`src/rtl/cpu_pkg.sv`:
```
// Shared CPU front-end definitions: default widths, NOP encoding and the
// fetch entry layout consumed by fetch_buffer and the decode stage.
package cpu_pkg;

    localparam int DATA_W_DEF = 32;
    localparam int ADDR_W_DEF = 32;
    localparam int DEPTH_DEF  = 4;

    // All-zero word is what decode treats as a bubble
    localparam logic [31:0] NOP_INST = 32'h0;

    typedef struct packed {
        logic [ADDR_W_DEF-1:0] pc;
        logic [DATA_W_DEF-1:0] inst;
    } fetch_entry_t;

    function automatic int cnt_w(input int depth);
        return $clog2(depth) + 1;
    endfunction

endpackage

```
`src/rtl/fetch_buffer_if.sv`:
```
// Fetch-to-decode handshake bundle; slave is the buffer's view, master is the
// fetch/decode side that drives it.
interface fetch_buffer_if #(
    parameter int DATA_W = 32,
    parameter int ADDR_W = 32,
    parameter int DEPTH  = 4
);
    logic                     flush;
    logic                     in_valid;
    logic                     in_ready;
    logic [ADDR_W-1:0]        in_pc;
    logic [DATA_W-1:0]        in_inst;
    logic                     out_valid;
    logic                     out_ready;
    logic [ADDR_W-1:0]        out_pc;
    logic [DATA_W-1:0]        out_inst;
    logic [$clog2(DEPTH):0]   count;

    modport slave (
        input  flush, in_valid, in_pc, in_inst, out_ready,
        output in_ready, out_valid, out_pc, out_inst, count
    );

    modport master (
        output flush, in_valid, in_pc, in_inst, out_ready,
        input  in_ready, out_valid, out_pc, out_inst, count
    );
endinterface

```
`src/rtl/fetch_buffer.sv`:
```
// In-order {pc, inst} FIFO between fetch and decode. Define FETCH_BUF_BYPASS_EN
// to forward a push straight to the output when the buffer is empty.
module fetch_buffer
    import cpu_pkg::*;
#(
    parameter int DATA_W = DATA_W_DEF,
    parameter int ADDR_W = ADDR_W_DEF,
    parameter int DEPTH  = DEPTH_DEF
) (
    input  logic          clk,
    input  logic          resetn,
    fetch_buffer_if.slave bus
);

    localparam int PW = $clog2(DEPTH);
    localparam int CW = cnt_w(DEPTH);

    typedef struct packed {
        logic [ADDR_W-1:0] pc;
        logic [DATA_W-1:0] inst;
    } entry_t;

    entry_t          mem [DEPTH];
    logic [PW-1:0]   rd_ptr, wr_ptr;
    logic [CW-1:0]   cnt;

    logic            full, empty;
    logic            push_w, pop_w;
    logic            out_vld;
    entry_t          head, out_ent;

    always_comb begin
        full  = (cnt == CW'(DEPTH));
        empty = (cnt == '0);
        head  = mem[rd_ptr];
        // Only entries actually held in storage can be popped
        pop_w = ~empty & bus.out_ready;
`ifdef FETCH_BUF_BYPASS_EN
        out_vld = empty ? (bus.in_valid & ~bus.flush) : 1'b1;
        out_ent = empty ? entry_t'({bus.in_pc, bus.in_inst}) : head;
        // A bypassed word consumed this cycle must not also be stored
        push_w  = bus.in_valid & ~full & ~(empty & ~bus.flush & bus.out_ready);
`else
        out_vld = ~empty;
        out_ent = head;
        push_w  = bus.in_valid & ~full;
`endif
    end

    assign bus.in_ready  = ~full;
    assign bus.out_valid = out_vld;
    assign bus.out_pc    = out_vld ? out_ent.pc   : '0;
    assign bus.out_inst  = out_vld ? out_ent.inst : DATA_W'(NOP_INST);
    assign bus.count     = cnt;

    always_ff @(posedge clk or negedge resetn) begin
        if (!resetn) begin
            rd_ptr <= '0;
            wr_ptr <= '0;
            cnt    <= '0;
        end else if (bus.flush) begin
            rd_ptr <= wr_ptr;
            cnt    <= '0;
        end else begin
            if (push_w) wr_ptr <= wr_ptr + PW'(1);
            if (pop_w)  rd_ptr <= rd_ptr + PW'(1);
            if (push_w && !pop_w)      cnt <= cnt + CW'(1);
            else if (pop_w && !push_w) cnt <= cnt - CW'(1);
        end
    end

    // Storage carries no reset; occupancy alone decides what is valid
    always_ff @(posedge clk) begin
        if (push_w && !bus.flush)
            mem[wr_ptr] <= entry_t'({bus.in_pc, bus.in_inst});
    end

endmodule

```
`src/flat_wrapper.sv`:
```
// flat-port wrapper written by rule: the top's interface ports become plain ports
module fetch_buffer_flat import cpu_pkg::*;
#(
    parameter int DATA_W = DATA_W_DEF,
    parameter int ADDR_W = ADDR_W_DEF,
    parameter int DEPTH  = DEPTH_DEF
)
  (clk, resetn, bus_flush, bus_in_valid, bus_in_pc, bus_in_inst, bus_out_ready, bus_in_ready, bus_out_valid, bus_out_pc, bus_out_inst, bus_count);
  fetch_buffer_if #(.DATA_W(DATA_W), .ADDR_W(ADDR_W), .DEPTH(DEPTH)) bus_i ();
  input  logic clk;
  input  logic resetn;
  input wire logic [$bits(bus_i.flush)-1:0] bus_flush;
  input wire logic [$bits(bus_i.in_valid)-1:0] bus_in_valid;
  input wire logic [$bits(bus_i.in_pc)-1:0] bus_in_pc;
  input wire logic [$bits(bus_i.in_inst)-1:0] bus_in_inst;
  input wire logic [$bits(bus_i.out_ready)-1:0] bus_out_ready;
  output wire logic [$bits(bus_i.in_ready)-1:0] bus_in_ready;
  output wire logic [$bits(bus_i.out_valid)-1:0] bus_out_valid;
  output wire logic [$bits(bus_i.out_pc)-1:0] bus_out_pc;
  output wire logic [$bits(bus_i.out_inst)-1:0] bus_out_inst;
  output wire logic [$bits(bus_i.count)-1:0] bus_count;
  assign bus_i.flush = bus_flush;
  assign bus_i.in_valid = bus_in_valid;
  assign bus_i.in_pc = bus_in_pc;
  assign bus_i.in_inst = bus_in_inst;
  assign bus_i.out_ready = bus_out_ready;
  assign bus_in_ready = bus_i.in_ready;
  assign bus_out_valid = bus_i.out_valid;
  assign bus_out_pc = bus_i.out_pc;
  assign bus_out_inst = bus_i.out_inst;
  assign bus_count = bus_i.count;
  fetch_buffer #(.DATA_W(DATA_W), .ADDR_W(ADDR_W), .DEPTH(DEPTH)) u_core (.clk(clk), .resetn(resetn), .bus(bus_i));
endmodule
```
`config.mk`:
```
export PLATFORM = sky130hd
export DESIGN_NAME = fetch_buffer_flat
export DESIGN_NICKNAME = d
export VERILOG_FILES = /design/src/rtl/cpu_pkg.sv /design/src/rtl/fetch_buffer_if.sv /design/src/rtl/fetch_buffer.sv /design/src/flat_wrapper.sv
export SDC_FILE = /design/constraint.sdc
export NUM_CORES = 1
export LEC_CHECK = 0
export CORE_ASPECT_RATIO = 0.75
export CORE_MARGIN = 2
export CORE_UTILIZATION = 55
export DETAILED_ROUTE_END_ITERATION = 6
export PLACE_DENSITY = 0.84
export SYNTH_ARGS = -nofsm -noshare
export SYNTH_HDL_FRONTEND = slang
export SYNTH_SLANG_ARGS = --single-unit
```
`constraint.sdc`:
```
create_clock -name clk -period 3.35 [get_ports clk]
set_input_delay 0.67 -clock clk [delete_from_list [all_inputs] [get_ports clk]]
set_output_delay 0.67 -clock clk [all_outputs]
set_load 0.1 [all_outputs]
```
Word-level counts from Yosys, hierarchy flattened --
Memories as Yosys holds them, arrays and structs flattened. Index checks and enable logic that the tools add are counted.
Operators by class: add/subtract/negate cells 4, equality and inequality tests 1, muxes and demuxes 9, bitwise operators 5, reduce and logical (&&, ||, !) cells 10
Operator list (number):
- $mux 32 | 2
- $mux 3 | 3
- $add 2x1->2 const B | 2
- $mux 2 | 2
- $add 3x1->3 const B | 1
- $eq 3x3->1 const B | 1
- $logic_and 1x1->1 | 3
- $logic_not 1->1 | 3
- $logic_not 3->1 | 1
- $not 1->1 | 3
- $reduce_bool 3->1 | 1
- $sub 3x1->3 const B | 1
- $and 1x1->1 | 2
- $mux 1 | 2
- $reduce_and 2->1 | 1
- $reduce_bool 2->1 | 1
Word-level totals: register bits 7, memory bits (writable) 256, input bits 69, logic and storage cells 33, memories kept 1
Memory list:
- u_core.mem | depth 4, width 64, read ports 1, clocked after Yosys merged registers in 0, write ports 1, line fetch_buffer.sv:23 | entry_t mem [DEPTH];

Logic depth before layout (Yosys ltp) --
depth after elaboration 8, mapped depth 8, depth with buffers taken out 7

Worst setup path before layout --
No wires, ideal clock.
path kind register -> output, start point register u_core.cnt[1], in the netlist u_core.bus.count[1], end point output port bus_out_pc[10], data arrival time 3206 ps, data required time 2680 ps, setup slack -526 ps, cell stages (with the launch flop) 5, cells stage by stage dfrtp_1 > buf_2 > or3_1 > clkbuf_1 > and2_1
On the way: cells in the longest elaborated chain, start to end 2
Ends and longest elaborated chain:
- start, declared | line fetch_buffer.sv:25 | logic [CW-1:0] cnt;
- start signal, assigned | line fetch_buffer.sv:67 | if (push_w && !pop_w) cnt <= cnt + CW'(1);
- start signal, assigned | line fetch_buffer.sv:68 | else if (pop_w && !push_w) cnt <= cnt - CW'(1);
- $logic_not 3->1 | line fetch_buffer.sv:34 | empty = (cnt == '0);
- $mux 32 | line fetch_buffer.sv:52 | assign bus.out_pc = out_vld ? out_ent.pc : '0;
- end, declared | line flat_wrapper.sv:19 | output wire logic [$bits(bus_i.out_pc)-1:0] bus_out_pc;
No other way between the ends.

Worst setup path after layout --
start point register u_core.cnt[0], in the netlist u_core.bus.count[0], end point output port bus_out_pc[10]
Same word-level chain as after synthesis.

==> flow_summary.toml <==
[synth]
synth_area_per_cell_um2 = 21.9
syn-cell-area_um2 = 10200
synth_seq_cells = 263
syn-num-nets = 542
yosysTopAreaCell = "edfxtp_1"
synth_area_leaders = "edfxtp_1 (75%), mux4_2 (14%), and2_1 (4.2%), dfrtp_1 (1.7%), buf_2 (0.73%)"
yosysWarnings = 0
yosysSeqAreaShare_pct = 76.8
synthCells = 468
yosysUniqueCellTypes = 36
synth_top_area_share_pct = 75.1

[placed_design]
detailed_place_hpwl_mm = 12.4
dp_slack_ps = 484
portBuffers = 137
placed_area_um2 = 12400
place_congestion = 0.809

[timing]
fin_crit_ps = 3180
timing.fmax_mhz = 315
setup_viol = 0
slew_violations = 0
finalCritPeriodShare_pct = 94.9
worst_slack_ps = 172
rsz0062_at_grt = "no"
relSlewSlack_pct = 63.9
tightest_slew_ps = 541
finalHoldViolCount = 0
skew_ps = 19.1

[worst_setup_path]
required_ps = 2680
path_max_fanout = 43
startpoint_type = "register"
reg2regPathDepth = 7
r2r_start = "u_core.bus.count[0]"
path_class = "reg -> out"
r2r_slack_ps = 1050
r2r-end = "u_core.bus.count[1]"
crit_path_end_kind = "primary output"
critPathArrivalTime_ps = 2510

[clock_tree]
postCtsResizedCells = 0
cts_hold_buf = 0
cts_setup_buffers = 0
clk_pin_slew_ps = 60
cts_tree = "yes"
clock_latency_ps = 520
clock-sinks = 263
cts_made_buffers = 25
root_buffer = "clkbuf_16"
htreeDepth = 1
clk_path_buf_depth = 3

[detailed_routing]
num_vias = 5084
drc = 0
vias_per_cell = 5.73
antenna_left = 0
drt_first_pass_iters = 5
drtIter0Drc = 482
wl_per_cell_um = 23.3
wl_mm = 20.7

[floorplan]
rows = 43
dieArea_um2 = 19700
die_h_um = 122
ioPinCount = 138
initial_core_util_pct = 55.8
die_w_um = 162
core_um2 = 18300

[layout]
layout_commonest_cell = "edfxtp_1"
syn_to_final_growth_pct = 29.1
drive_gt1_share_pct = 31.5
mostFrequentLayoutCells = "edfxtp_1 (256), clkdlybuf4s50_1 (68), mux4_2 (64)"
final_core_util_pct = 72.0
nets = 694
nFillCells = 1014
final_area_um2 = 13200

[flow_run]
cap_viol_max_count = 0

[grt]
grt_pass1_vias = 5384
antenna_found_initial = 3
grt_max_degree = 67
grtUsageTotal_pct = 21.7
grt_pass1_wl_mm = 31.8
grt-ovfl-total = 0

[run_status]
status = "completed"

[hold_path]
hold_path_class = "in -> async"
## synth_stat cells (all sizes together)
cell type	count
edfxtp	256
and3	1
a2111oi	1
clkbuf	5
o21ai	5
a31o	2
o311ai	1
o21bai	1
nand3b	2
ha	4
nor2	2
or3	1
a21oi	3
nand2	2
xnor2	1
buf	20
mux2	1
a311oi	1
a211oi	1
a31oi	1
nor3	1
o221a	1
xor2	3
or3b	2
and2	68
mux4	64
fa	1
nor3b	1
and3b	1
o31ai	1
dfrtp	7
inv	7
## registers in the layout, indices dropped and copies added, names as in the netlist
name and flops:
u_core.mem 256, u_core.rd_ptr 2, u_core.bus.count 3, u_core.wr_ptr 2
## cells by family after synthesis
logic type	Yosys count	synth area share [%]
flops	263	76.8
fa+ha+maj	5	0.684
mux	65	14.2
simple gates	81	5.05
buf+inv	32	1.72
xor+xnor	4	0.342
compound gates	18	1.21
## worst max path at each step
stage,from,end,slack [ps],cells after the start
after CTS,u_core.bus.count[0],bus_out_pc[10],140,4
after detailed placement,bus_in_valid,u_core.mem[2][57],480,5
after global placement,bus_in_valid,u_core.mem[0][63],560,5
after global routing,u_core.bus.count[0],bus_out_pc[10],70,4
after floorplan,u_core.bus.count[1],bus_out_pc[10],-20,4
final,u_core.bus.count[0],bus_out_pc[10],170,4
## per-stage QoR
step | hold slack (ps) | cells | TNS (ps)
2_1_floorplan | 374 | 468 | -24.4
3_3_place_gp | 562 | 840 | 0
3_5_place_dp | 576 | 840 | 0
4_1_cts | 414 | 885 | 0
5_1_grt | 444 | 885 | 0
6_report | 422 | 888 | 0
## layer usage
layer / wire, um / share of wire, % / track usage [%]
met5: 0 / 0 / 0
met4: 469 / 2.3 / 5.80
met1: 8410 / 41 / 30.2
met3: 1630 / 7.9 / 5.18
met2: 10100 / 49 / 35.2
## critical path, cell delays in order (launching register included)
cell	delay, ps
dfrtp_1	520
or3_2	750
buf_12	270
and2_1	190
buf_4	240
## area by class of cell
class | count | area (um2) | area share [%]
Antenna cell | 3 | 7.51 | 0.0568
Clock buffer | 28 | 637 | 4.82
Clock inverter | 17 | 186 | 1.41
Inverter | 7 | 26.3 | 0.199
Multi-Input combinational cell | 173 | 2220 | 16.8
Sequential cell | 263 | 7870 | 59.6
Tap cell | 247 | 309 | 2.34
Timing Repair Buffer | 150 | 1960 | 14.8
Power is not shown: default switching activity piles up to over one toggle a cycle in this logic, so the estimate is an artifact.
